$ cat src/rtl/if_prefetch_queue_pkg.sv
// Shared types and constants for the instruction prefetch queue.
package if_prefetch_queue_pkg;

   localparam int INST_W = 32;
   localparam int ADDR_W = 32;

   // Word presented on inst when nothing is buffered.
   localparam logic [INST_W-1:0] NOP_WORD = 32'h0;

   // One buffered fetch result: the instruction and the address following it.
   typedef struct packed {
      logic [INST_W-1:0] inst;
      logic [ADDR_W-1:0] pc4;
   } fetch_entry_t;

   // Sequential fetch step; wraps modulo 2^32.
   function automatic logic [ADDR_W-1:0] next_word_addr(input logic [ADDR_W-1:0] a);
      return a + ADDR_W'(4);
   endfunction

endpackage

$ cat src/rtl/if_prefetch_queue_if.sv
// Bus bundle between the prefetch queue, instruction memory and IF/ID register.
//
// Handshakes:
//   mem_req/mem_gnt : mem_addr is offered while mem_req=1 and may change freely
//                     until a cycle in which mem_gnt=1; a request is accepted
//                     exactly in a cycle with mem_req & mem_gnt.
//   mem_rvalid      : one word per cycle on mem_rdata, in issue order, no back-pressure.
//   inst_valid/inst_ready : the head entry transfers in a cycle with
//                     inst_valid & inst_ready (and the fetch unit enabled);
//                     inst/inst_pc4 are stable while inst_valid=1 and not taken.
interface if_prefetch_queue_if;
   import if_prefetch_queue_pkg::*;

   logic              mem_req;
   logic [ADDR_W-1:0] mem_addr;
   logic              mem_gnt;
   logic              mem_rvalid;
   logic [INST_W-1:0] mem_rdata;

   logic              inst_valid;
   logic [INST_W-1:0] inst;
   logic [ADDR_W-1:0] inst_pc4;
   logic              inst_ready;

   // Fetch unit side.
   modport master (
      output mem_req, mem_addr,
      input  mem_gnt, mem_rvalid, mem_rdata,
      output inst_valid, inst, inst_pc4,
      input  inst_ready
   );

   // Memory and decode-stage side.
   modport slave (
      input  mem_req, mem_addr,
      output mem_gnt, mem_rvalid, mem_rdata,
      input  inst_valid, inst, inst_pc4,
      output inst_ready
   );

endinterface

$ cat src/rtl/if_prefetch_queue_sync_fifo.sv
// Small synchronous FIFO with flush and occupancy count.
// Push and pop in the same cycle on a full FIFO both take effect.
// Head data reads as zero when empty.
module sync_fifo #(
   parameter  int WIDTH = 32,
   parameter  int DEPTH = 4,
   localparam int CNT_W = $clog2(DEPTH + 1)
) (
   input  logic             clk_i,
   input  logic             rst_ni,
   input  logic             flush_i,
   input  logic             push_i,
   input  logic [WIDTH-1:0] push_data_i,
   input  logic             pop_i,
   output logic [WIDTH-1:0] head_o,
   output logic [CNT_W-1:0] count_o
);

   localparam int PTR_W = (DEPTH > 1) ? $clog2(DEPTH) : 1;

   logic [WIDTH-1:0] mem_q [DEPTH];
   logic [PTR_W-1:0] rd_ptr_q, rd_ptr_d;
   logic [PTR_W-1:0] wr_ptr_q, wr_ptr_d;
   logic [CNT_W-1:0] count_q, count_d;
   logic             do_pop;
   logic             do_push;

   function automatic logic [PTR_W-1:0] ptr_inc(input logic [PTR_W-1:0] p);
      return (p == PTR_W'(DEPTH - 1)) ? '0 : p + PTR_W'(1);
   endfunction

   assign do_pop  = pop_i & (count_q != '0) & ~flush_i;
   assign do_push = push_i & ((count_q != CNT_W'(DEPTH)) | do_pop) & ~flush_i;

   assign head_o  = (count_q == '0) ? '0 : mem_q[rd_ptr_q];
   assign count_o = count_q;

   // Next pointers and occupancy; flush empties the queue outright.
   always_comb begin
      rd_ptr_d = rd_ptr_q;
      wr_ptr_d = wr_ptr_q;
      count_d  = count_q;
      if (flush_i) begin
         rd_ptr_d = '0;
         wr_ptr_d = '0;
         count_d  = '0;
      end else begin
         if (do_pop)  rd_ptr_d = ptr_inc(rd_ptr_q);
         if (do_push) wr_ptr_d = ptr_inc(wr_ptr_q);
         case ({do_push, do_pop})
            2'b10:   count_d = count_q + CNT_W'(1);
            2'b01:   count_d = count_q - CNT_W'(1);
            default: count_d = count_q;
         endcase
      end
   end

   // Pointer and count registers.
   always_ff @(posedge clk_i or negedge rst_ni) begin
      if (!rst_ni) begin
         rd_ptr_q <= '0;
         wr_ptr_q <= '0;
         count_q  <= '0;
      end else begin
         rd_ptr_q <= rd_ptr_d;
         wr_ptr_q <= wr_ptr_d;
         count_q  <= count_d;
      end
   end

   // Storage; contents are don't-care until written, so no reset.
   always_ff @(posedge clk_i) begin
      if (do_push) mem_q[wr_ptr_q] <= push_data_i;
   end

endmodule

$ cat src/rtl/if_prefetch_queue.sv
// Instruction fetch front end: issues sequential fetches to a variable
// latency memory, buffers returned words with their PC+4, and on a redirect
// flushes the buffer and discards responses still in flight.
module if_prefetch_queue
   import if_prefetch_queue_pkg::*;
#(
   parameter  int                DEPTH    = 4,
   parameter  int                MAX_OUT  = 2,
   parameter  logic [ADDR_W-1:0] RESET_PC = '0,
   localparam int                CNT_W    = $clog2(DEPTH + 1)
) (
   input  logic                   Clk,
   input  logic                   Clrn,
   input  logic                   En,
   input  logic                   redirect,
   input  logic [ADDR_W-1:0]      redirect_pc,
   if_prefetch_queue_if.master    bus,
   output logic [CNT_W-1:0]       dbg_out_cnt_o,
   output logic [CNT_W-1:0]       dbg_disc_cnt_o
);

   localparam int SUM_W     = CNT_W + 1;
   localparam int TAG_CNT_W = $clog2(MAX_OUT + 1);

   logic [ADDR_W-1:0]    fetch_pc_q, fetch_pc_d;
   logic [CNT_W-1:0]     out_cnt_q, out_cnt_d;
   logic [CNT_W-1:0]     disc_cnt_q, disc_cnt_d;

   logic [CNT_W-1:0]     fifo_cnt;
   fetch_entry_t         fifo_head;
   fetch_entry_t         fifo_push_data;
   logic [ADDR_W-1:0]    tag_head;
   logic [TAG_CNT_W-1:0] tag_cnt;

   logic credit_ok;
   logic grant;
   logic rv;
   logic push;
   logic pop;

   // Issue only while both outstanding-request and buffer-space credits allow;
   // words already in flight reserve a slot so a push can never overflow.
   assign credit_ok   = ({1'b0, out_cnt_q} + {1'b0, fifo_cnt}) < SUM_W'(DEPTH);
   assign bus.mem_req = Clrn & En & ~redirect &
                        (out_cnt_q < CNT_W'(MAX_OUT)) & credit_ok;
   assign bus.mem_addr = fetch_pc_q;

   assign grant = bus.mem_req & bus.mem_gnt;
   // A response with no tag outstanding is a protocol error and is ignored.
   assign rv    = bus.mem_rvalid & (tag_cnt != '0);
   // Words belonging to a pre-redirect fetch stream are never buffered.
   assign push  = rv & ~redirect & (disc_cnt_q == '0);
   assign pop   = bus.inst_valid & bus.inst_ready & En & ~redirect;

   assign fifo_push_data = '{inst: bus.mem_rdata, pc4: tag_head};

   assign bus.inst_valid = (fifo_cnt != '0);
   assign bus.inst       = bus.inst_valid ? fifo_head.inst : NOP_WORD;
   assign bus.inst_pc4   = fifo_head.pc4;

   assign dbg_out_cnt_o  = out_cnt_q;
   assign dbg_disc_cnt_o = disc_cnt_q;

   // Buffered {inst, pc4} entries presented to IF/ID.
   sync_fifo #(
      .WIDTH ($bits(fetch_entry_t)),
      .DEPTH (DEPTH)
   ) u_inst_fifo (
      .clk_i       (Clk),
      .rst_ni      (Clrn),
      .flush_i     (redirect),
      .push_i      (push),
      .push_data_i (fifo_push_data),
      .pop_i       (pop),
      .head_o      (fifo_head),
      .count_o     (fifo_cnt)
   );

   // PC+4 of each granted request, consumed in order as responses return.
   // Not flushed on redirect: stale responses still need their tag retired.
   sync_fifo #(
      .WIDTH (ADDR_W),
      .DEPTH (MAX_OUT)
   ) u_tag_fifo (
      .clk_i       (Clk),
      .rst_ni      (Clrn),
      .flush_i     (1'b0),
      .push_i      (grant),
      .push_data_i (next_word_addr(fetch_pc_q)),
      .pop_i       (rv),
      .head_o      (tag_head),
      .count_o     (tag_cnt)
   );

   // Next fetch address and in-flight / discard bookkeeping.
   always_comb begin
      fetch_pc_d = fetch_pc_q;
      out_cnt_d  = out_cnt_q + CNT_W'(grant) - CNT_W'(rv);
      disc_cnt_d = disc_cnt_q;
      if (redirect) begin
         fetch_pc_d = redirect_pc;
         // Everything still outstanding after this cycle is stale.
         disc_cnt_d = out_cnt_q - CNT_W'(rv);
      end else begin
         if (grant) fetch_pc_d = next_word_addr(fetch_pc_q);
         if (rv && (disc_cnt_q != '0)) disc_cnt_d = disc_cnt_q - CNT_W'(1);
      end
   end

   // Fetch state registers.
   always_ff @(posedge Clk or negedge Clrn) begin
      if (!Clrn) begin
         fetch_pc_q <= RESET_PC;
         out_cnt_q  <= '0;
         disc_cnt_q <= '0;
      end else begin
         fetch_pc_q <= fetch_pc_d;
         out_cnt_q  <= out_cnt_d;
         disc_cnt_q <= disc_cnt_d;
      end
   end

endmodule

$ cat src/flat_wrapper.sv
// flat-port wrapper written by rule: the top's interface ports become plain ports
module if_prefetch_queue_flat import if_prefetch_queue_pkg::*;
#(
   parameter  int                DEPTH    = 4,
   parameter  int                MAX_OUT  = 2,
   parameter  logic [ADDR_W-1:0] RESET_PC = '0,
   localparam int                CNT_W    = $clog2(DEPTH + 1)
)
  (Clk, Clrn, En, redirect, redirect_pc, dbg_out_cnt_o, dbg_disc_cnt_o, bus_mem_req, bus_mem_addr, bus_mem_gnt, bus_mem_rvalid, bus_mem_rdata, bus_inst_valid, bus_inst, bus_inst_pc4, bus_inst_ready);
  if_prefetch_queue_if bus_i ();
  input  logic Clk;
  input  logic Clrn;
  input  logic En;
  input  logic redirect;
  input  logic [ADDR_W-1:0] redirect_pc;
  output logic [CNT_W-1:0] dbg_out_cnt_o;
  output logic [CNT_W-1:0] dbg_disc_cnt_o;
  output wire logic [$bits(bus_i.mem_req)-1:0] bus_mem_req;
  output wire logic [$bits(bus_i.mem_addr)-1:0] bus_mem_addr;
  input wire logic [$bits(bus_i.mem_gnt)-1:0] bus_mem_gnt;
  input wire logic [$bits(bus_i.mem_rvalid)-1:0] bus_mem_rvalid;
  input wire logic [$bits(bus_i.mem_rdata)-1:0] bus_mem_rdata;
  output wire logic [$bits(bus_i.inst_valid)-1:0] bus_inst_valid;
  output wire logic [$bits(bus_i.inst)-1:0] bus_inst;
  output wire logic [$bits(bus_i.inst_pc4)-1:0] bus_inst_pc4;
  input wire logic [$bits(bus_i.inst_ready)-1:0] bus_inst_ready;
  assign bus_mem_req = bus_i.mem_req;
  assign bus_mem_addr = bus_i.mem_addr;
  assign bus_i.mem_gnt = bus_mem_gnt;
  assign bus_i.mem_rvalid = bus_mem_rvalid;
  assign bus_i.mem_rdata = bus_mem_rdata;
  assign bus_inst_valid = bus_i.inst_valid;
  assign bus_inst = bus_i.inst;
  assign bus_inst_pc4 = bus_i.inst_pc4;
  assign bus_i.inst_ready = bus_inst_ready;
  if_prefetch_queue #(.DEPTH(DEPTH), .MAX_OUT(MAX_OUT), .RESET_PC(RESET_PC)) u_core (.Clk(Clk), .Clrn(Clrn), .En(En), .redirect(redirect), .redirect_pc(redirect_pc), .bus(bus_i), .dbg_out_cnt_o(dbg_out_cnt_o), .dbg_disc_cnt_o(dbg_disc_cnt_o));
endmodule
$ cat config.mk
export PLATFORM = sky130hd
export DESIGN_NAME = if_prefetch_queue_flat
export DESIGN_NICKNAME = d
export VERILOG_FILES = /design/src/rtl/if_prefetch_queue_pkg.sv /design/src/rtl/if_prefetch_queue_if.sv /design/src/rtl/if_prefetch_queue_sync_fifo.sv /design/src/rtl/if_prefetch_queue.sv /design/src/flat_wrapper.sv
export SDC_FILE = /design/constraint.sdc
export NUM_CORES = 1
export LEC_CHECK = 0
export BUFFER_PORTS_ARGS = -buffer_cell sky130_fd_sc_hd__buf_2
export CAP_MARGIN = 25
export CORE_ASPECT_RATIO = 1.25
export CORE_MARGIN = 3
export CORE_UTILIZATION = 53
export DETAILED_ROUTE_END_ITERATION = 12
export PLACE_DENSITY = 0.76
export SLEW_MARGIN = 20
export SYNTH_ARGS = -nofsm -noshare
export SYNTH_HDL_FRONTEND = slang
export SYNTH_SLANG_ARGS = --single-unit
$ cat constraint.sdc
create_clock -name Clk -period 4.3 [get_ports Clk]
set_clock_uncertainty 0.1 [all_clocks]
set_input_delay 0.86 -clock Clk [delete_from_list [all_inputs] [get_ports Clk]]
set_output_delay 0.86 -clock Clk [all_outputs]
set_load 0.01 [all_outputs]
### Word-level counts from Yosys, hierarchy flattened

Memories as Yosys holds them, arrays and structs flattened.
Cells that the tools add are included.

| storage, ports and cells | value |
|---|---|
| flip-flop bits (word level) | 49 |
| memory bits (writable) | 320 |
| memories | 2 |

| operators by class | value |
|---|---|
| add/sub/neg operators | 14 |
| order comparisons | 2 |
| equality and inequality tests | 8 |
| multiplexer cells | 22 |
| bitwise operators | 20 |
| reductions and logical operators | 13 |

Memories:

| memory | depth | bits a word | rd ports | clocked after memory_dff | write ports | line | text |
|---|---|---|---|---|---|---|---|
| u_core.u_inst_fifo.mem_q | 4 | 64 | 1 | 0 | 1 | if_prefetch_queue_sync_fifo.sv:21 | `logic [WIDTH-1:0] mem_q [DEPTH];` |
| u_core.u_tag_fifo.mem_q | 2 | 32 | 1 | 0 | 1 | if_prefetch_queue_sync_fifo.sv:21 |  |

Operators by type and width:

| cell | number |
|---|---|
| $mux 32 | 4 |
| $mux 64 | 1 |
| $add 32x3->32 const B | 1 |
| $and 1x1->1 | 17 |
| $mux 2 | 6 |
| $reduce_bool 2->1 | 6 |
| $mux 3 | 3 |
| $reduce_bool 3->1 | 3 |
| $eq 2x2->1 const B | 4 |
| $add 2x1->2 const B | 3 |
| $logic_not 3->1 | 2 |
| $mux 1 | 6 |
| $pmux 3 s2 | 1 |
| $sub 3x1->3 | 2 |
| $sub 3x1->3 const B | 2 |
| $add 3x3->4 | 1 |
| $eq 2x1->1 const B | 2 |
| $lt 4x3->1 const B | 1 |
| $pmux 2 s2 | 1 |
| $add 3x1->3 | 1 |
| $add 3x1->3 const B | 1 |
| $lt 3x2->1 const B | 1 |
| $ne 3x3->1 const B | 1 |
| $add 1x1->1 const B | 2 |
| other kinds (6) | 7 |

### Longest topological paths before layout

Gate-level depths: netlist of run 1.

| logic depth | value |
|---|---|
| depth after elaboration | 12 |
| gate-level depth with buffers | 10 |
| gate-level depth less buffers | 9 |

### Modules after synthesis

Synthesis of run 1 repeated with hierarchy kept, for this count alone.

| second synthesis, totals | value |
|---|---|
| cells, all modules | 972 |
| area total of the unflattened synthesis | 15822.7 sq um |

Modules (own cells, without submodules):

| module | times used | cells each | area an instance (sq um) |
|---|---|---|---|
| sync_fifo (u_core.u_inst_fifo) | 1 | 465 | 10212.3 |
| if_prefetch_queue | 1 | 347 | 2967.8 |
| sync_fifo (u_core.u_tag_fifo) | 1 | 160 | 2642.5 |

### Least setup slack after synthesis of run 1

Ideal clock, no wire load.

| timing | value |
|---|---|
| path kind | input -> register |
| start point | input port Clrn |
| end point | memory u_core.u_tag_fifo.mem_q[0][0] (enable) |
| library setup time | 425 ps |
| data arrival time | 3357 ps |
| data required time | 3775 ps |
| path slack | 418 ps |
| stages | 6 |
| path through | nor4bb_1 -> nand4_1 -> clkbuf_1 -> clkbuf_1 -> a21oi_1 -> nor2b_1 |

| between the ends | value |
|---|---|
| longest elaborated chain between the ends | 8 |

Ends and longest elaborated chain:

| what | line | text |
|---|---|---|
| start, declared | flat_wrapper.sv:12 | `input logic Clrn;` |
| $and 1x1->1 (3 in a row) | if_prefetch_queue.sv:44 | `assign bus.mem_req = Clrn & En & ~redirect &` |
| $and 1x1->1 | if_prefetch_queue.sv:45 | `(out_cnt_q < CNT_W'(MAX_OUT)) & credit_ok;` |
| $and 1x1->1 | if_prefetch_queue.sv:48 | `assign grant = bus.mem_req & bus.mem_gnt;` |
| $and 1x1->1 | if_prefetch_queue_sync_fifo.sv:33 | `assign do_push = push_i & ((count_q != CNT_W'(DEPTH)) \| do_pop) & ~flush_i;` |
| $mux 1 | if_prefetch_queue_sync_fifo.sv:73 | `if (do_push) mem_q[wr_ptr_q] <= push_data_i;` |
| $mux 1 (implied by the code) | if_prefetch_queue_sync_fifo.sv:73 |  |
| end, declared | if_prefetch_queue_sync_fifo.sv:21 |  |

Every way passes these cells.

### Worst setup path in the final report of run 1

| timing | value |
|---|---|
| start point | register u_core.u_inst_fifo.rd_ptr_q[0] |
| end point | output port bus_inst_pc4[9] |

| between the ends | value |
|---|---|
| longest elaborated chain between the ends | 2 |

Ends and longest elaborated chain:

| what | line | text |
|---|---|---|
| start, declared | if_prefetch_queue_sync_fifo.sv:22 | `logic [PTR_W-1:0] rd_ptr_q, rd_ptr_d;` |
| start signal, assigned | if_prefetch_queue_sync_fifo.sv:65 | `rd_ptr_q <= rd_ptr_d;` |
| $mem_v2 4x64 | -- |  |
| $mux 64 | if_prefetch_queue_sync_fifo.sv:35 | `assign head_o = (count_q == '0) ? '0 : mem_q[rd_ptr_q];` |
| end, declared | flat_wrapper.sv:25 | `output wire logic [$bits(bus_i.inst_pc4)-1:0] bus_inst_pc4;` |

Every way passes these cells.

==> results of run 1 <==
==> placed cells by master, fill, tap and decap left out, types with 9 or more instances in the layout <==
master and instances:
mux4_2 64, and2_1 68, edfxtp_1 320, clkbuf_16 37, xnor2_1 25, nand4_1 9, nor2_1 59, a21oi_1 22
nand3_1 24, dfrtp_1 47, and3_1 9, ha_1 15, xor2_1 11, buf_4 13, inv_1 18, o21ai_0 24
mux2i_1 35, buf_2 174, nand2_1 52
==> synth_stat cells (9+ instances only) <==
master      n  area [um2]
a21oi_1    22         110
and2_1     72         450
and3_1      9        56.3
buf_2      10        50.1
clkbuf_1   35         131
dfrtp_1    49        1230
edfxtp_1  320        9610
ha_1       15         188
inv_1      18        67.6
mux2i_1    35         350
mux4_2     64        1440
nand2_1    52         195
nand3_1    24         120
nand4_1     9        56.3
nor2_1     61         229
o21ai_0    24         120
xnor2_1    25         219
xor2_1     11        96.3
==> power breakdown <==
part | switching [W] | leakage [nW] | internal [W]
Sequential | 0.000135 | 3.51 | 0.00404
Combinational | 0.000440 | 2.52 | 0.000318
Clock | 0.00126 | 0.568 | 0.00180
==> per-layer routing <==
layer	routed length (um)	vias up	track usage, %
met1	12500	4162	25.5
met2	14900	295	33.0
met5	0	-	0
li1	-	3961	-
met3	1700	47	3.09
met4	764	0	5.81
==> through the flow <==
stage | hold WS, ps | power [W] | util (%) | setup slack [ps]
floorplan | 355 | 0.00473 | - | 418
global placement | 389 | 0.00499 | 58.8 | 1020
detailed placement | 399 | 0.00502 | 58.8 | 952
CTS | 407 | 0.00807 | 62.9 | 471
global route | 449 | 0.00831 | 62.9 | 357
finish | 407 | 0.00799 | 62.9 | 575
==> sequential cells by signal, summed over array words and instances (netlist names) <==
signal and cells:
u_core.u_inst_fifo.count_o 3, u_core.u_tag_fifo.wr_ptr_q 1, u_core.u_inst_fifo.rd_ptr_q 2, u_core.u_tag_fifo.mem_q 64, u_core.dbg_out_cnt_o 3, u_core.dbg_disc_cnt_o 3
u_core.bus.mem_addr 32, u_core.u_inst_fifo.wr_ptr_q 2, u_core.u_tag_fifo.count_o 2, u_core.u_inst_fifo.mem_q 256, u_core.u_tag_fifo.rd_ptr_q 1
==> layout make-up <==
class | instances | area [um2]
fill | 2057 | 10600
tap | 390 | 488
clock inverter | 22 | 196
sequential | 369 | 10800
clock buffer | 43 | 968
multi-input combinational | 503 | 4330
timing repair buffer | 192 | 1070
inverter | 19 | 71.3
==> worst max-delay path, delay by kind of cell, from the launching register on <==
kind	cells	cell delay, ps
DFF	1	950
buffers and inverters	2	530
muxes	1	520
and+or+nand+nor	1	200
==> final timing paths <==
check                                                     from                              end  slack (ps)  cells after the start
worst max register to register        u_core.dbg_disc_cnt_o[0]  u_core.u_inst_fifo.mem_q[1][14]        1400                      6
max in group asynchronous                                 Clrn   u_core.u_inst_fifo.rd_ptr_q[0]        3090                      2
worst max-delay path            u_core.u_inst_fifo.rd_ptr_q[0]                  bus_inst_pc4[9]         580                      4
worst min-delay path                u_core.u_tag_fifo.wr_ptr_q       u_core.u_tag_fifo.wr_ptr_q         410                      1
min in group asynchronous                                 Clrn          u_core.bus.mem_addr[23]         500                      2
worst min register to register      u_core.u_tag_fifo.wr_ptr_q       u_core.u_tag_fifo.wr_ptr_q         410                      1
==> kinds of logic (layout without fill, tap and decap cells) <==
family	after synthesis	in the layout
AO/OA/AOI/OAI	85	85
XOR/XNOR	36	36
adder cells (fa/ha/maj)	17	17
buffers and inverters	74	276
flip-flops	369	369
multiplexers	101	101
AND/OR/NAND/NOR	264	264
==> flow_summary.toml, run 1 <==
[run_status]
status = "complete, no violations"

[sta]
rsz0062_at_grt = "false"
worstMarginPinSlew_ps = 964
slew_headroom_pct = 35.7
max_freq_mhz = 268
period_needed_ps = 3720
tns_ps = 0
slew_violations = 0
fin_crit_sh_pct = 86.6
setup_violations = 0
hold_violations = 0

[cells_and_area]
fin_cells = 1538
diodes = 0
area_growth_pct = 16.2
final_nets = 1209
drive_above_1_share_pct = 28.9
final_area_um2 = 18000

[synthesis]
syn_area_um2 = 15500
syn_inst = 946
postSynthAreaPerCell_um2 = 16.3
synth_xor_xnor_area_share_pct = 2.04
synth_ff_type = "edfxtp_1"
seq_area_frac_synth_pct = 70.1
async_flop_share_pct = 13.3
ys_seq_elements = 369
synth.area.mux_share_pct = 11.7
synth-adder-area-share_pct = 1.47
synth_edf_count = 320
ys_types = 56
synth_compound_area_share_pct = 3.51
ys_warn_count = 0
yosys.area_share.simple_pct = 9.11
synth_fp_nets = 1034
synth_top_family_by_area = "multiplexers"

[grt]
grt_max_degree = 56
antenna_found_initial = 0
grt_pass1_wl_um = 47500
grt_pass1_vias = 8595
gr-total-overflow = 0
grtUsageTotal_pct = 19.1

[power_and_ir_drop]
p_leak_nw = 6.60
worst_ir_drop_vdd_uv = 331
cellPowerDensity_nw_per_um2 = 445

[cts]
cts_max_path_buffers = 3
clkSinkCount = 369
clkTransAtPathRegs_ps = 60
cts_setup_buffers = 0
cts_tree = "built"
cts_resized = 0
clock_latency_ps = 510
clock_tree.root_cell = "clkbuf_16"
ctsHoldBuffers = 0
cts_made_buffers = 36
h-tree-depth = 2

[routing]
firstDrtPassIters = 5
drc_errors = 0
wl_um = 29800
drt_iter0_drc = 543
dr_total_vias = 8465
vias_per_cell = 5.50
wl_per_cell_um = 19.4
ant_nets = 0

[floorplan]
core_area_um2 = 28600
ios = 175
core.rowCount = 69
die_h_um = 197
die_width_um = 159
initial_core_util_pct = 54.1
die-area_um2 = 31300

[worst_setup_path]
path_cells = "buf_4, mux4_2, and2_1, buf_2"
cp_max_fo = 42
crit_path_start_kind = "flip-flop"
worst_path_max_delay_cell = "dfrtp_4"
end_kind = "output port"
arrival_ps = 2760
max_stage_delay_ps = 950
worstPathRequired_ps = 3340
worstSetupPathType = "reg -> out"

[placement]
dp_hpwl_um = 19600
gp_congestion = 0.810
place_inst = 1473
port_buffers = 174
dpl_cell_area_um2 = 16800

[hold_path]
hp-class = "reg -> reg"

[run]
maxCapViolations = 0
Power figures use the tool's default switching activity.
==> inputs of run 2 (changes only) <==
==> constraint.sdc (replaced) <==
create_clock -name Clk -period 4.3 [get_ports Clk]
set_clock_uncertainty 0.1 [all_clocks]
set_input_delay 0.645 -clock Clk [delete_from_list [all_inputs] [get_ports Clk]]
set_output_delay 0.645 -clock Clk [all_outputs]
set_load 0.01 [all_outputs]
==> run 2 against run 1 <==
Against the previous run: cell count hardly changed; sequential cell count stayed put; routed wire length rose by 2.2%; sequential share of layout area fell by 0.38 points; die area unchanged; worst hold slack got worse by 170 ps; combinational power up 4.1%; utilization up 0.40 points; first-iteration DRC count is 4.4% lower; critical path depth is the same; fmax rose by 7.2%; count of clock-buffer cells in the layout decreased by 4; critical endpoint is now bus_inst[23]; largest cell class unchanged.
==> flow_summary.toml, run 2 (synthesis gave the netlist of run 1 again) <==
[run_status]
status = "complete, no violations"

[grt]
grtUsageTotal_pct = 19.4
grt_pass1_vias = 8666
grt_max_degree = 69
grt_pass1_wl_um = 47900
gr-total-overflow = 0
antenna_found_initial = 0

[cells_and_area]
area_growth_pct = 16.9
final_common_cell = "edfxtp_1"
final_nets = 1210
mostFrequentLayoutCells = "edfxtp_1 (320), buf_2 (174), and2_1 (68)"
largest_reg_flops = 256
fillerInstances = 2030
diodes = 0
final_area_um2 = 18100
drive_above_1_share_pct = 29.3
regMostFlops = "u_core.u_inst_fifo.mem_q"

[worst_setup_path]
worstPathRequired_ps = 3560
arrival_ps = 2730
worstSetupPathType = "reg -> out"
cp_max_fo = 40
reg2reg_from = "u_core.dbg_out_cnt_o[1]"
worst_path_max_delay_cell = "dfrtp_4"
r2r_setup_slack_ps = 1420
rr_worst_depth = 8
path_cells = "buf_4, mux4_2, and2_1, buf_2"
crit_path_start_kind = "flip-flop"
reg2reg_to = "u_core.u_tag_fifo.mem_q[0][21]"
max_stage_delay_ps = 930
startpoint = "u_core.u_inst_fifo.rd_ptr_q[0]"
end_kind = "output port"

[floorplan]
ios = 175
die_h_um = 197
core.rowCount = 69
initial_core_util_pct = 54.1
core_area_um2 = 28600
die_width_um = 159
die-area_um2 = 31300

[sta]
max_freq_mhz = 288
rsz0062_at_grt = "false"
fin_crit_sh_pct = 80.8
period_needed_ps = 3470
setup_violations = 0
worstMarginPinSlew_ps = 792
slew_headroom_pct = 46.8
worst_hold_slack_ps = 239
slew_violations = 0
hold_violations = 0
tns_ps = 0

[cts]
cts_resized = 0
cts_tree = "built"
cts_made_buffers = 35
clock_tree.root_cell = "clkbuf_16"
clkSinkCount = 369
cts_max_path_buffers = 3
cts_setup_buffers = 0
ctsHoldBuffers = 0
clock_latency_ps = 510
clkTransAtPathRegs_ps = 60
h-tree-depth = 2

[run]
maxCapViolations = 0

[routing]
dr_total_vias = 8617
wl_per_cell_um = 19.8
firstDrtPassIters = 5
wl_um = 30500
drc_errors = 0
drt_iter0_drc = 519
ant_nets = 0
vias_per_cell = 5.60

[placement]
gp_congestion = 0.835
dp_hpwl_um = 19500
port_buffers = 174
dpl_cell_area_um2 = 16800

[power_and_ir_drop]
worst_ir_drop_vdd_uv = 274
pwr-share-comb_pct = 9.5
intPower_w = 0.00643
swShare_pct = 22.5
clockPowerShare_pct = 40.5
power_switching_w = 0.00187
seqPwrFrac_pct = 50.0
p_leak_nw = 6.66
cellPowerDensity_nw_per_um2 = 459

[hold_path]
worstHoldEndpoint = "u_core.u_inst_fifo.mem_q[0][60]"
hp-start = "bus_mem_rdata[28]"
hp-class = "in -> reg"
min_path_cells = 1
## run 2: changes by cell type in the layout (fill, tap and decap cells not counted), sizes merged
cell / before / now
buf: 192 / 194
bufinv: 3 / 9
clkbuf: 43 / 39
clkinv: 14 / 10
inv: 21 / 22
## run 2: worst max-delay path by stage
stage / end / slack, ps / cells past startpoint
after floorplan: u_core.u_tag_fifo.mem_q[0][0] / 530 / 8
after global placement: bus_inst[23] / 1310 / 4
after detailed placement: u_core.u_inst_fifo.mem_q[0][0] / 1290 / 6
after CTS: bus_inst[23] / 740 / 4
after global routing: bus_inst[22] / 610 / 4
final: bus_inst[23] / 830 / 4
## run 2: final cells by class
class / count / area (um2) / area share, %
sequential: 369 / 10800 / 60.0
multi-input combinational: 503 / 4330 / 24.0
timing repair buffer: 194 / 1070 / 5.93
clock buffer: 39 / 901 / 4.98
tap: 390 / 488 / 2.70
clock inverter: 25 / 374 / 2.07
inverter: 19 / 71.3 / 0.395
## run 2: metrics by stage
stage          power, W  setup slack [ps]  util, %  cells
2_1_floorplan   0.00473               526        -    946
3_3_place_gp    0.00499              1310     58.8   1475
3_5_place_dp    0.00502              1290     58.8   1475
4_1_cts         0.00839               736     63.2   1539
5_1_grt         0.00860               612     63.3   1539
6_report        0.00830               826     63.3   1539
## run 2: power by group through the flow
stage | registers (W) | logic [W] | clock network (W)
global placement | 0.00422 | 0.000767 | 0
floorplan | 0.00422 | 0.000517 | 0
finish | 0.00415 | 0.000789 | 0.00336
detailed placement | 0.00423 | 0.000796 | 0
CTS | 0.00415 | 0.000801 | 0.00343
global route | 0.00417 | 0.000873 | 0.00356
## run 2: per-layer routing
metal	global-route usage, %	share of wire (%)
met1	25.7	41
met2	33.7	51
met3	3.01	5.2
met4	5.68	2.4
met5	0	0
## run 2: critical path, delay by kind of cell, from the launching register on
kind	cells	cell delay, ps
and+or+nand+nor	1	170
DFF	1	930
buffers and inverters	2	540
muxes	1	550
==> inputs of run 3 (changes only) <==
==> constraint.sdc (replaced) <==
create_clock -name Clk -period 3.55 [get_ports Clk]
set_clock_uncertainty 0.1 [all_clocks]
set_input_delay 0.5325 -clock Clk [delete_from_list [all_inputs] [get_ports Clk]]
set_output_delay 0.5325 -clock Clk [all_outputs]
set_load 0.01 [all_outputs]
==> run 3 against run 2 <==
Against the previous run: combinational power is 22% higher; worst setup slack lost 500 ps; design area shrank 0.39%; worst hold slack lost 120 ps; largest cell class unchanged.
==> flow_summary.toml, run 3 (synthesis gave the netlist of run 1 again) <==
[run_status]
status = "complete, no violations"

[sta]
hold_violations = 0
setup_violations = 0
max_freq_mhz = 310
worstMarginPinSlew_ps = 856
rsz0062_at_grt = "false"
tns_ps = 0
slew_headroom_pct = 42.9
fin_crit_sh_pct = 90.9
slew_violations = 0
period_needed_ps = 3230

[worst_setup_path]
worst_path_max_delay_cell = "dfrtp_4"
cp_max_fo = 32
crit_buf_inv = 2
reg2reg_from = "u_core.dbg_out_cnt_o[1]"
crit_path_start_kind = "flip-flop"
rr_worst_depth = 10
path_cells = "buf_4, mux4_2, and2_1, buf_2"
r2r_setup_slack_ps = 590
max_stage_delay_ps = 830
end_kind = "output port"
reg2reg_to = "u_core.dbg_out_cnt_o[2]"
worstSetupPathType = "reg -> out"
crit_path_end = "bus_inst_pc4[18]"
crit_family = "flip-flops"
worstSetupPathDepth = 4
worstPathRequired_ps = 2920
startpoint = "u_core.u_inst_fifo.rd_ptr_q[0]"
arrival_ps = 2590

[power_and_ir_drop]
p_leak_nw = 6.61
clockPowerShare_pct = 38.3
swShare_pct = 23.6
power_switching_w = 0.00230
intPower_w = 0.00745
worst_ir_drop_vdd_uv = 408
pwr-share-comb_pct = 9.8
cellPowerDensity_nw_per_um2 = 541
seqPwrFrac_pct = 51.8

[routing]
vias_per_cell = 5.58
wl_per_cell_um = 19.5
drc_errors = 0
drt_iter0_drc = 638
dr_total_vias = 8598
wl_um = 30000
firstDrtPassIters = 4
ant_nets = 0

[floorplan]
initial_core_util_pct = 54.1
die_h_um = 197
die-area_um2 = 31300
ios = 175
core_area_um2 = 28600
die_width_um = 159
core.rowCount = 69

[grt]
grt_pass1_vias = 8783
grt_max_degree = 69
grtUsageTotal_pct = 19.2
grt_pass1_wl_um = 47800
gr-total-overflow = 0
antenna_found_initial = 0

[run]
maxCapViolations = 0

[cts]
clkSinkCount = 369
cts_made_buffers = 37
cts_max_path_buffers = 3
cts_resized = 0
h-tree-depth = 2
clkTransAtPathRegs_ps = 60
cts_setup_buffers = 0
ctsHoldBuffers = 0
clock_latency_ps = 520
cts_tree = "built"
clock_tree.root_cell = "clkbuf_16"

[cells_and_area]
largest_reg_flops = 256
final_common_cell = "edfxtp_1"
mostFrequentLayoutCells = "edfxtp_1 (320), buf_2 (174), and2_1 (68)"
drive_above_1_share_pct = 28.5
regMostFlops = "u_core.u_inst_fifo.mem_q"
final_area_um2 = 18000
area_growth_pct = 16.5
diodes = 0
final_nets = 1210
fillerInstances = 2071

[hold_path]
hp-class = "in -> async"

[placement]
gp_congestion = 0.843
dpl_cell_area_um2 = 16800
port_buffers = 174
dp_hpwl_um = 19000
==> run 3: worst min path at each step <==
stage	start	end	slack, ps	cells after the start
2_1_floorplan	Clrn	u_core.bus.mem_addr[0]	140	0
3_3_place_gp	u_core.u_tag_fifo.wr_ptr_q	u_core.u_tag_fifo.wr_ptr_q	390	1
3_5_place_dp	u_core.u_tag_fifo.wr_ptr_q	u_core.u_tag_fifo.wr_ptr_q	410	1
4_1_cts	bus_mem_rdata[14]	u_core.u_inst_fifo.mem_q[2][46]	100	1
5_1_grt	bus_mem_rdata[28]	u_core.u_inst_fifo.mem_q[1][60]	110	1
6_report	Clrn	u_core.bus.mem_addr[3]	120	2
==> run 3: power groups by stage <==
stage	registers, W	logic (W)	clock network, W
3_5_place_dp	0.00514	0.000965	0
6_report	0.00505	0.000959	0.00374
5_1_grt	0.00507	0.00106	0.00400
2_1_floorplan	0.00511	0.000626	0
4_1_cts	0.00505	0.000973	0.00383
3_3_place_gp	0.00513	0.000935	0
==> run 3: worst reg2reg max path, delay by kind of cell, from the launching register on <==
family        cells  cell delay (ps)
xor+xnor          1              170
fa+ha+maj         3              760
buf+inv           4              840
flops             1              430
simple gates      2              540
==> run 3: layout make-up <==
type                            count  area, um2  share of cell area [%]
Multi-Input combinational cell    503       4320                    24.0
Timing Repair Buffer              192       1110                    6.14
Clock inverter                     25        230                    1.28
Tap cell                          390        488                    2.71
Clock buffer                       43        948                    5.27
Sequential cell                   369      10800                    60.2
Inverter                           19       71.3                   0.396
==> run 3: metrics by stage <==
step           utilization, %  hold WS, ps  power, W  setup WS (ps)  cells
6_report                 63.0          122   0.00975            325   1541
5_1_grt                  63.0          108    0.0101            108   1541
4_1_cts                  63.0         96.0   0.00986            226   1541
3_5_place_dp             58.9          414   0.00610            600   1473
3_3_place_gp             58.9          387   0.00606            624   1473
2_1_floorplan               -          137   0.00573            369    946
==> run 3: per-layer routing <==
| layer | up-vias | track usage (%) | share of wire [%] |
|---|---|---|---|
| li1 | 3967 | - | - |
| met1 | 4323 | 26.2 | 42 |
| met2 | 262 | 32.6 | 50 |
| met3 | 46 | 3.45 | 5.8 |
| met4 | 0 | 5.25 | 2.1 |
| met5 | - | 0 | 0 |
